--- src/rtl/serial_borrow_lookahead_subtractor_pkg.sv ---
// Shared constants and types for the serial borrow-lookahead subtractor:
// slice width, FSM state encoding and the slice-count helper.
package serial_borrow_lookahead_subtractor_pkg;

  localparam int SLICE_W = 4;

  typedef enum logic [1:0] {
    IDLE = 2'd0,
    RUN  = 2'd1,
    DONE = 2'd2
  } state_t;

  function automatic int calc_nslice(input int width);
    return width / SLICE_W;
  endfunction

endpackage

--- src/rtl/serial_borrow_lookahead_subtractor_slice.sv ---
// Combinational 4-bit subtract slice: d = a - b - bin, with every internal
// borrow resolved directly from propagate/generate terms rather than rippled.
module borrow_lookahead_4bit
  import serial_borrow_lookahead_subtractor_pkg::*;
(
  input  logic [SLICE_W-1:0] a,
  input  logic [SLICE_W-1:0] b,
  input  logic               bin,
  output logic [SLICE_W-1:0] d,
  output logic               bout
);

  logic [SLICE_W-1:0] w_p;
  logic [SLICE_W-1:0] w_g;
  logic [SLICE_W-1:0] w_br;

  // A bit propagates an incoming borrow when a == b, and generates one when a=0, b=1.
  assign w_p = ~(a ^ b);
  assign w_g = ~a & b;

  assign w_br[0] = bin;
  assign w_br[1] = w_g[0] | (w_p[0] & bin);
  assign w_br[2] = w_g[1] | (w_p[1] & w_g[0]) | (w_p[1] & w_p[0] & bin);
  assign w_br[3] = w_g[2] | (w_p[2] & w_g[1]) | (w_p[2] & w_p[1] & w_g[0])
                 | (w_p[2] & w_p[1] & w_p[0] & bin);

  assign bout = w_g[3] | (w_p[3] & w_g[2]) | (w_p[3] & w_p[2] & w_g[1])
              | (w_p[3] & w_p[2] & w_p[1] & w_g[0])
              | (w_p[3] & w_p[2] & w_p[1] & w_p[0] & bin);

  assign d = a ^ b ^ w_br;

endmodule

--- src/rtl/serial_borrow_lookahead_subtractor.sv ---
// Multi-cycle D = A - B - Bin: one 4-bit lookahead slice per clock, LSB slice
// first, borrow carried between slices in a register; valid/ready on both sides.
module serial_borrow_lookahead_subtractor
  import serial_borrow_lookahead_subtractor_pkg::*;
#(
  parameter int WIDTH = 16
) (
  input  logic             clk,
  input  logic             rst_n,
  input  logic             in_valid,
  output logic             in_ready,
  input  logic [WIDTH-1:0] A,
  input  logic [WIDTH-1:0] B,
  input  logic             Bin,
  output logic             out_valid,
  input  logic             out_ready,
  output logic [WIDTH-1:0] D,
  output logic             Bout,
  output logic             Ovf,
  output logic             busy
);

  localparam int              NSLICE = calc_nslice(WIDTH);
  localparam int              CNT_W  = $clog2(NSLICE);
  localparam logic [CNT_W-1:0] LAST  = CNT_W'(NSLICE - 1);

  state_t             r_state;
  state_t             w_state_nxt;
  logic [WIDTH-1:0]   r_a;
  logic [WIDTH-1:0]   r_b;
  logic [WIDTH-1:0]   r_d;
  logic [CNT_W-1:0]   r_cnt;
  logic               r_borrow;
  logic               r_bout;
  logic               r_ovf;
  logic [SLICE_W-1:0] w_a_sl;
  logic [SLICE_W-1:0] w_b_sl;
  logic [SLICE_W-1:0] w_d_sl;
  logic               w_bout_sl;
  logic               w_accept;
  logic               w_last;

  assign w_accept = in_valid && (r_state == IDLE);
  assign w_last   = (r_cnt == LAST);
  assign w_a_sl   = r_a[r_cnt*SLICE_W +: SLICE_W];
  assign w_b_sl   = r_b[r_cnt*SLICE_W +: SLICE_W];

  borrow_lookahead_4bit u_slice (
    .a    (w_a_sl),
    .b    (w_b_sl),
    .bin  (r_borrow),
    .d    (w_d_sl),
    .bout (w_bout_sl)
  );

  // NOTE: clocked state uses non-blocking assignments so every register samples
  // pre-edge values, independent of statement order.
  always_ff @(posedge clk or negedge rst_n) begin
    if (!rst_n) r_state <= IDLE;
    else        r_state <= w_state_nxt;
  end

  // NOTE: every output of this block is defaulted first so no path leaves it
  // unassigned, which would otherwise infer a latch.
  always_comb begin
    w_state_nxt = r_state;
    in_ready    = 1'b0;
    out_valid   = 1'b0;
    busy        = 1'b0;
    case (r_state)
      IDLE: begin
        in_ready = 1'b1;
        if (in_valid) w_state_nxt = RUN;
      end
      RUN: begin
        busy = 1'b1;
        if (w_last) w_state_nxt = DONE;
      end
      DONE: begin
        out_valid = 1'b1;
        if (out_ready) w_state_nxt = IDLE;
      end
      default: w_state_nxt = IDLE;
    endcase
  end

  always_ff @(posedge clk or negedge rst_n) begin
    if (!rst_n) begin
      r_a      <= '0;
      r_b      <= '0;
      r_d      <= '0;
      r_cnt    <= '0;
      r_borrow <= 1'b0;
      r_bout   <= 1'b0;
      r_ovf    <= 1'b0;
    end else if (w_accept) begin
      r_a      <= A;
      r_b      <= B;
      r_cnt    <= '0;
      r_borrow <= Bin;
    end else if (r_state == RUN) begin
      r_d[r_cnt*SLICE_W +: SLICE_W] <= w_d_sl;
      r_borrow <= w_bout_sl;
      if (w_last) begin
        // The counter parks on the last slice until the next accept reloads it.
        r_bout <= w_bout_sl;
        r_ovf  <= (r_a[WIDTH-1] != r_b[WIDTH-1]) && (w_d_sl[SLICE_W-1] != r_a[WIDTH-1]);
      end else begin
        r_cnt <= r_cnt + 1'b1;
      end
    end
  end

  assign D    = r_d;
  assign Bout = r_bout;
  assign Ovf  = r_ovf;

endmodule

--- config.mk ---
export PLATFORM = sky130hd
export DESIGN_NAME = serial_borrow_lookahead_subtractor
export DESIGN_NICKNAME = d
export VERILOG_FILES = /design/src/rtl/serial_borrow_lookahead_subtractor_pkg.sv /design/src/rtl/serial_borrow_lookahead_subtractor_slice.sv /design/src/rtl/serial_borrow_lookahead_subtractor.sv
export SDC_FILE = /design/constraint.sdc
export NUM_CORES = 1
export LEC_CHECK = 0
export BUFFER_PORTS_ARGS = -buffer_cell sky130_fd_sc_hd__buf_2
export CAP_MARGIN = 20
export CORE_MARGIN = 5
export CORE_UTILIZATION = 48
export CTS_CLUSTER_DIAMETER = 30
export CTS_CLUSTER_SIZE = 14
export DETAILED_ROUTE_END_ITERATION = 10
export PLACE_DENSITY_LB_ADDON = 0.15
export SETUP_SLACK_MARGIN = 0.4
export SLEW_MARGIN = 5
export SYNTH_ARGS = -nofsm -noshare
export SYNTH_HDL_FRONTEND = slang
export SYNTH_SLANG_ARGS = --single-unit
--- constraint.sdc ---
create_clock -name clk -period 2.6 [get_ports clk]
set_input_delay 0.39 -clock clk [delete_from_list [all_inputs] [get_ports clk]]
set_output_delay 0.39 -clock clk [all_outputs]
set_load 0.05 [all_outputs]
# Yosys cells after proc, flatten, opt, wreduce, memory -nomap -nowiden
# Index checks and enable logic that the tools add are counted.
# classes
add_sub_neg,2
n_eq_ne,9
n_shift,4
mux,13
n_bitwise,32
reduce_logical,8
# op_table
operator,n
$neg 4->34,1
$shift 4x34->16 const A,1
$shiftx 4x34->16,1
$shiftx 16x5->4,2
$and 1x1->1,16
$bwmux 16,1
$mux 2,6
$or 1x1->1,10
$ne 2x2->1 const B,4
$not 4->4,2
$xor 4x4->4,2
$pmux 2 s3,1
$reduce_and 3->1,2
$mux 1,5
$and 4x4->4,1
$eq 2x2->1 const B,2
$reduce_and 2->1,2
$add 2x1->2 const B,1
$eq 2x1->1 const B,1
$logic_and 1x1->1,2
$logic_not 2->1,1
$ne 1x1->1,2
$reduce_bool 2->1,1
$not 1->1,1
# word_totals
ff_bits,55
in_bits,37
output_inout_bits,21

# Longest topological paths before layout
# depth
word_depth,10
mapped_depth,9
ltp_nobuf,7

# Cells and area by module
# Synthesis repeated with hierarchy kept, for this count alone.
# unflattened
cells_unflattened,198
hier_area_um2,2806.4
# modules_own_cells
mod,n_inst,cells_per_inst,area_each_um2,seq_area_each_um2
serial_borrow_lookahead_subtractor,1,171,2606.2,1376.3
borrow_lookahead_4bit,1,27,200.2,0.0

# Worst setup path before layout
# Ideal clock, no wire load.
# synth_timing
path_type,register to register
startpoint,register r_cnt[0]
endpoint,register r_ovf (netlist: Ovf)
setup_time_ns,0.069
arrival_time_ns,2.655
required_time_ns,2.531
setup_slack_ns,-0.124
path_stages_with_launch,9
synth_period_minus_slack_ns,2.724
path_cell_list,dfrtp_1 -> buf_2 -> buf_2 -> mux4_2 -> ha_1 -> a21o_1 -> and4_1 -> or4_1 -> nand3_1
# synth_via
elab_chain_len,10
# synth_lines
item,line_no,source
start: declaration,serial_borrow_lookahead_subtractor.sv:32,logic [CNT_W-1:0] r_cnt;
start signal: assignment,serial_borrow_lookahead_subtractor.sv:109,r_cnt <= r_cnt + 1'b1;
"$shiftx 16x5->4, on equally long branches","serial_borrow_lookahead_subtractor.sv:45, serial_borrow_lookahead_subtractor.sv:46",
$xor 4x4->4 / $not 4->4 (equally long branches),"serial_borrow_lookahead_subtractor_slice.sv:18, serial_borrow_lookahead_subtractor_slice.sv:31, serial_borrow_lookahead_subtractor_slice.sv:19",
$not 4->4 / $and 4x4->4 (equally long branches),"serial_borrow_lookahead_subtractor_slice.sv:18, serial_borrow_lookahead_subtractor_slice.sv:19",
"$and 1x1->1, on equally long branches","serial_borrow_lookahead_subtractor_slice.sv:24, serial_borrow_lookahead_subtractor_slice.sv:25",
$or 1x1->1 (tied with other cells),serial_borrow_lookahead_subtractor_slice.sv:24,assign w_br[3] = w_g[2] | (w_p[2] & w_g[1]) | (w_p[2] & w_p[1] & w_g[0])
$or 1x1->1 / $and 1x1->1 (equally long branches),"serial_borrow_lookahead_subtractor_slice.sv:24, serial_borrow_lookahead_subtractor_slice.sv:25",
$or 1x1->1,serial_borrow_lookahead_subtractor_slice.sv:25,| (w_p[2] & w_p[1] & w_p[0] & bin);
$xor 4x4->4,serial_borrow_lookahead_subtractor_slice.sv:31,assign d = a ^ b ^ w_br;
$ne 1x1->1,serial_borrow_lookahead_subtractor.sv:107,r_ovf <= (r_a[WIDTH-1] != r_b[WIDTH-1]) && (w_d_sl[SLICE_W-1] != r_a[WIDTH-1]);
$logic_and 1x1->1,serial_borrow_lookahead_subtractor.sv:107,
end signal: assignment,serial_borrow_lookahead_subtractor.sv:107,
end: declaration,serial_borrow_lookahead_subtractor.sv:35,logic r_ovf;
# Parallel ways exist; a longest one is shown, timed or not.
# A chain may end at the register's enable or synchronous reset.

# Worst setup path in the final report
# Same ends and word-level chain as after synthesis.

==> PnR_summary.wiki <==
{| class="wikitable"
! Metric !! Value
|-
| Status || finished clean
|-
| Summed instance area of the synthesized netlist || 2580 um^2
|-
| Crit path kind || reg2reg
|-
| Starting utilization of the core area || 50.0%
|-
| Hold Buf Count CTS || 0
|-
| Area of the core || 5170 um^2
|-
| Diodes inserted || 0
|-
| Number of vias in the routed layout || 1829
|-
| Dominant synthesized flop cell || sky130_fd_sc_hd__dfrtp_1
|-
| Cell Count Post-Placement || 332
|-
| Total iterations of the first detailed-routing run || 4
|-
| Layout cell share with drive strength beyond 1 || 50.4%
|-
| Die Wd || 83.4 um
|-
| Maximum capacitance violations || 0
|-
| Net count after synthesis || 252
|-
| Number of CTS-inserted buffers || 5
|-
| Number of flip-flops and latches in the synthesized netlist || 55
|-
| Number of non-filler instances in the completed layout || 344
|-
| Overflow left after global routing || 0
|-
| Unrepaired setup endpoints after global routing || yes
|-
| Total negative slack for setup checks || 0 ns
|-
| Maximum number of pins on one net before global-route repair || 56
|-
| Largest fanout on the critical path || 4
|-
| Post-Synthesis Cells || 204
|-
| Mean post-synth cell area || 12.7 um^2
|-
| Highest-count cells in the layout ignoring fill and taps || 57 x sky130_fd_sc_hd__buf_2, 54 x sky130_fd_sc_hd__dfrtp_1, 32 x sky130_fd_sc_hd__mux2_2, 26 x sky130_fd_sc_hd__nand2_1
|-
| Number of DRC markers in iteration 0 || 82
|-
| Count of H-tree levels built during CTS || 2
|-
| First-pass GRT wire length || 9.20 mm
|-
| IO buf count || 57
|-
| WP data required || 2.85 ns
|-
| Number of ports placed on the die boundary || 58
|-
| Number of enable-type register cells in the synthesized netlist || 0
|-
| WL/cell || 15.4 um
|-
| Area taken by flip-flops and latches || 1380 um^2
|-
| Multi-input gate area in the final layout || 1250 um^2
|-
| Clk pin slew, worst setup/hold paths || 0.09 ns
|-
| Highest clock frequency the design can meet || 438 MHz
|-
| Pins over their slew limit || 0
|-
| Final setup violation count || 0
|-
| Slowest Stage Delay on Critical Path || 0.56 ns
|-
| Detailed Route WL || 5.29 mm
|-
| Library cells used by synthesis || 35
|-
| Buffers from clock root to sink, at most || 2
|-
| Worst-Margin Slew || 0.685 ns
|-
| Critical path arrival || 2.53 ns
|-
| Synth async-reset ratio || 100%
|-
| Share of the clock period used by the worst path after layout || 87.9%
|-
| Initial antenna violation count || 0
|-
| Clock sink count || 55
|-
| Kind of capture point of the worst setup path || flip-flop
|-
| Final Wtd Congestion || 0.788
|-
| Via count of the first global-routing pass || 1928
|-
| Antenna Violating Nets Remaining || 0
|-
| Number of rows in the core area || 26
|-
| Die Height || 83.4 um
|-
| Die Outline Area || 6950 um^2
|-
| Area Growth Syn to Fin || 24.4%
|-
| Cell at the root of the clock tree || sky130_fd_sc_hd__clkbuf_8
|-
| Routed via count divided by cell count || 5.32
|-
| Filler cell count in the final layout || 423
|-
| Chain of cells forming the critical path || buf_6 > mux4_2 > ha_4 > a211oi_2 > o21a_1 > or4_1 > nand3_2
|-
| DRC || 0
|-
| Most common cell after layout, fill and taps aside || sky130_fd_sc_hd__buf_2
|-
| Worst Skew || 0.00495 ns
|-
| Final number of hold-violating endpoints || 0
|-
| Class of the tightest hold or removal check || in2async
|-
| Overall fraction of global-route tracks in use || 16.1%
|-
| CP max stage cell || sky130_fd_sc_hd__mux4_2
|-
| Worst max-slew margin expressed relative to the limit || 54.3%
|-
| Total number of nets in the final design || 321
|-
| Worst-skew pair later-pin latency || 0.30 ns
|-
| Post-detailed-placement half-perimeter wirelength || 3.92 mm
|-
| TritonCTS clock tree || built
|-
| Shortest period the worst path allows || 2.29 ns
|-
| Startpoint types || flip-flop
|-
| Share of the yosys chip area belonging to registers || 53.2%
|-
| Yosys warnings || 0
|}
-- worst max-delay path, delay by kind of cell (launching register included) --
family / cells / cell delay (ns)
muxes: 1 / 0.56
and+or+nand+nor: 2 / 0.55
DFF: 1 / 0.42
AOI/OAI and AO/OA: 2 / 0.27
adders and majority gates: 1 / 0.31
buffers and inverters: 1 / 0.11
-- cell usage after synthesis, drive strengths merged (2+ instances only) --
cell type,instances,area (um^2)
nand2,26,97.6
dfrtp,55,1380
mux2,32,360
nor3,2,10.0
a21oi,3,15.0
o41ai,3,26.3
mux4,8,180
nand2b,4,25.0
a21o,2,15.0
nor2,5,18.8
o21ai,12,60.1
nand4,2,12.5
o31ai,5,37.5
or3,2,12.5
xnor2,2,17.5
nor2b,3,18.8
buf,6,30.0
ha,10,125
inv,7,26.3
-- what timing repair did --
item / 4_1_cts / 5_1_grt
setup buffers: 4 / 0
pin swaps: 3 / 4
resized for setup: 7 / 11
endpoints found under the setup margin: 16 / 18
cloned: 0 / 0
-- sequential cells by signal, indices dropped and copies added (netlist names) --
register,count
D,16
r_b,16
r_cnt,2
r_borrow,1
Ovf,1
r_a,16
Bout,1
r_state,2
-- through the flow --
stage / setup slack (ns) / instance area [um^2] / hold slack, ns / utilization (%)
6_report: 0.315 / 3220 / 0.180 / 62.2
2_1_floorplan: 0.280 / 2650 / 0.0944 / -
3_5_place_dp: 0.241 / 3040 / 0.464 / 58.7
4_1_cts: 0.291 / 3180 / 0.225 / 61.5
5_1_grt: 0.236 / 3220 / 0.255 / 62.2
3_3_place_gp: 0.278 / 3040 / 0.461 / 58.7
-- worst paths after layout --
| kind | from | endpoint | slack (ns) | depth (start not counted) |
|---|---|---|---|---|
| setup / recovery | r_cnt[0] | Ovf | 0.31 | 7 |
| hold / removal | rst_n | D[13] | 0.18 | 2 |
| setup reg to reg | r_cnt[0] | Ovf | 0.31 | 7 |
| hold reg to reg | D[5] | D[5] | 0.48 | 2 |
| max in group asynchronous | rst_n | r_cnt[0] | 1.91 | 2 |
| min in group clk | B[11] | r_b[11] | 0.31 | 2 |
-- metal layers --
metal / track usage [%] / up-vias / routed length [um]
met5: 0 / - / 0
met4: 4.16 / 0 / 70
met3: 4.46 / 9 / 256
met2: 27.0 / 45 / 2680
met1: 20.6 / 906 / 2280
li1: - / 869 / -
-- layout make-up --
type	count	share of cell area (%)
inverters	7	0.817
flip-flops and latches	55	42.8
well taps	70	2.72
repair buffers	69	12.0
multi-input cells	135	39.0
clock inverters	3	0.467
clock buffers	5	2.14
-- kinds of logic (layout without fill, tap and decap cells) --
kind of cell,count (synthesis),after routing,share of synthesized area [%]
AO/OA/AOI/OAI,27,27,6.53
XOR/XNOR,3,3,1.02
adder cells (fa/ha/maj),11,11,5.61
buffers and inverters,14,84,2.32
flip-flops,55,55,53.2
multiplexers,40,40,20.9
AND/OR/NAND/NOR,54,54,10.4
Power is not shown: default switching activity piles up to over one toggle a cycle in this logic, so the estimate is an artifact.
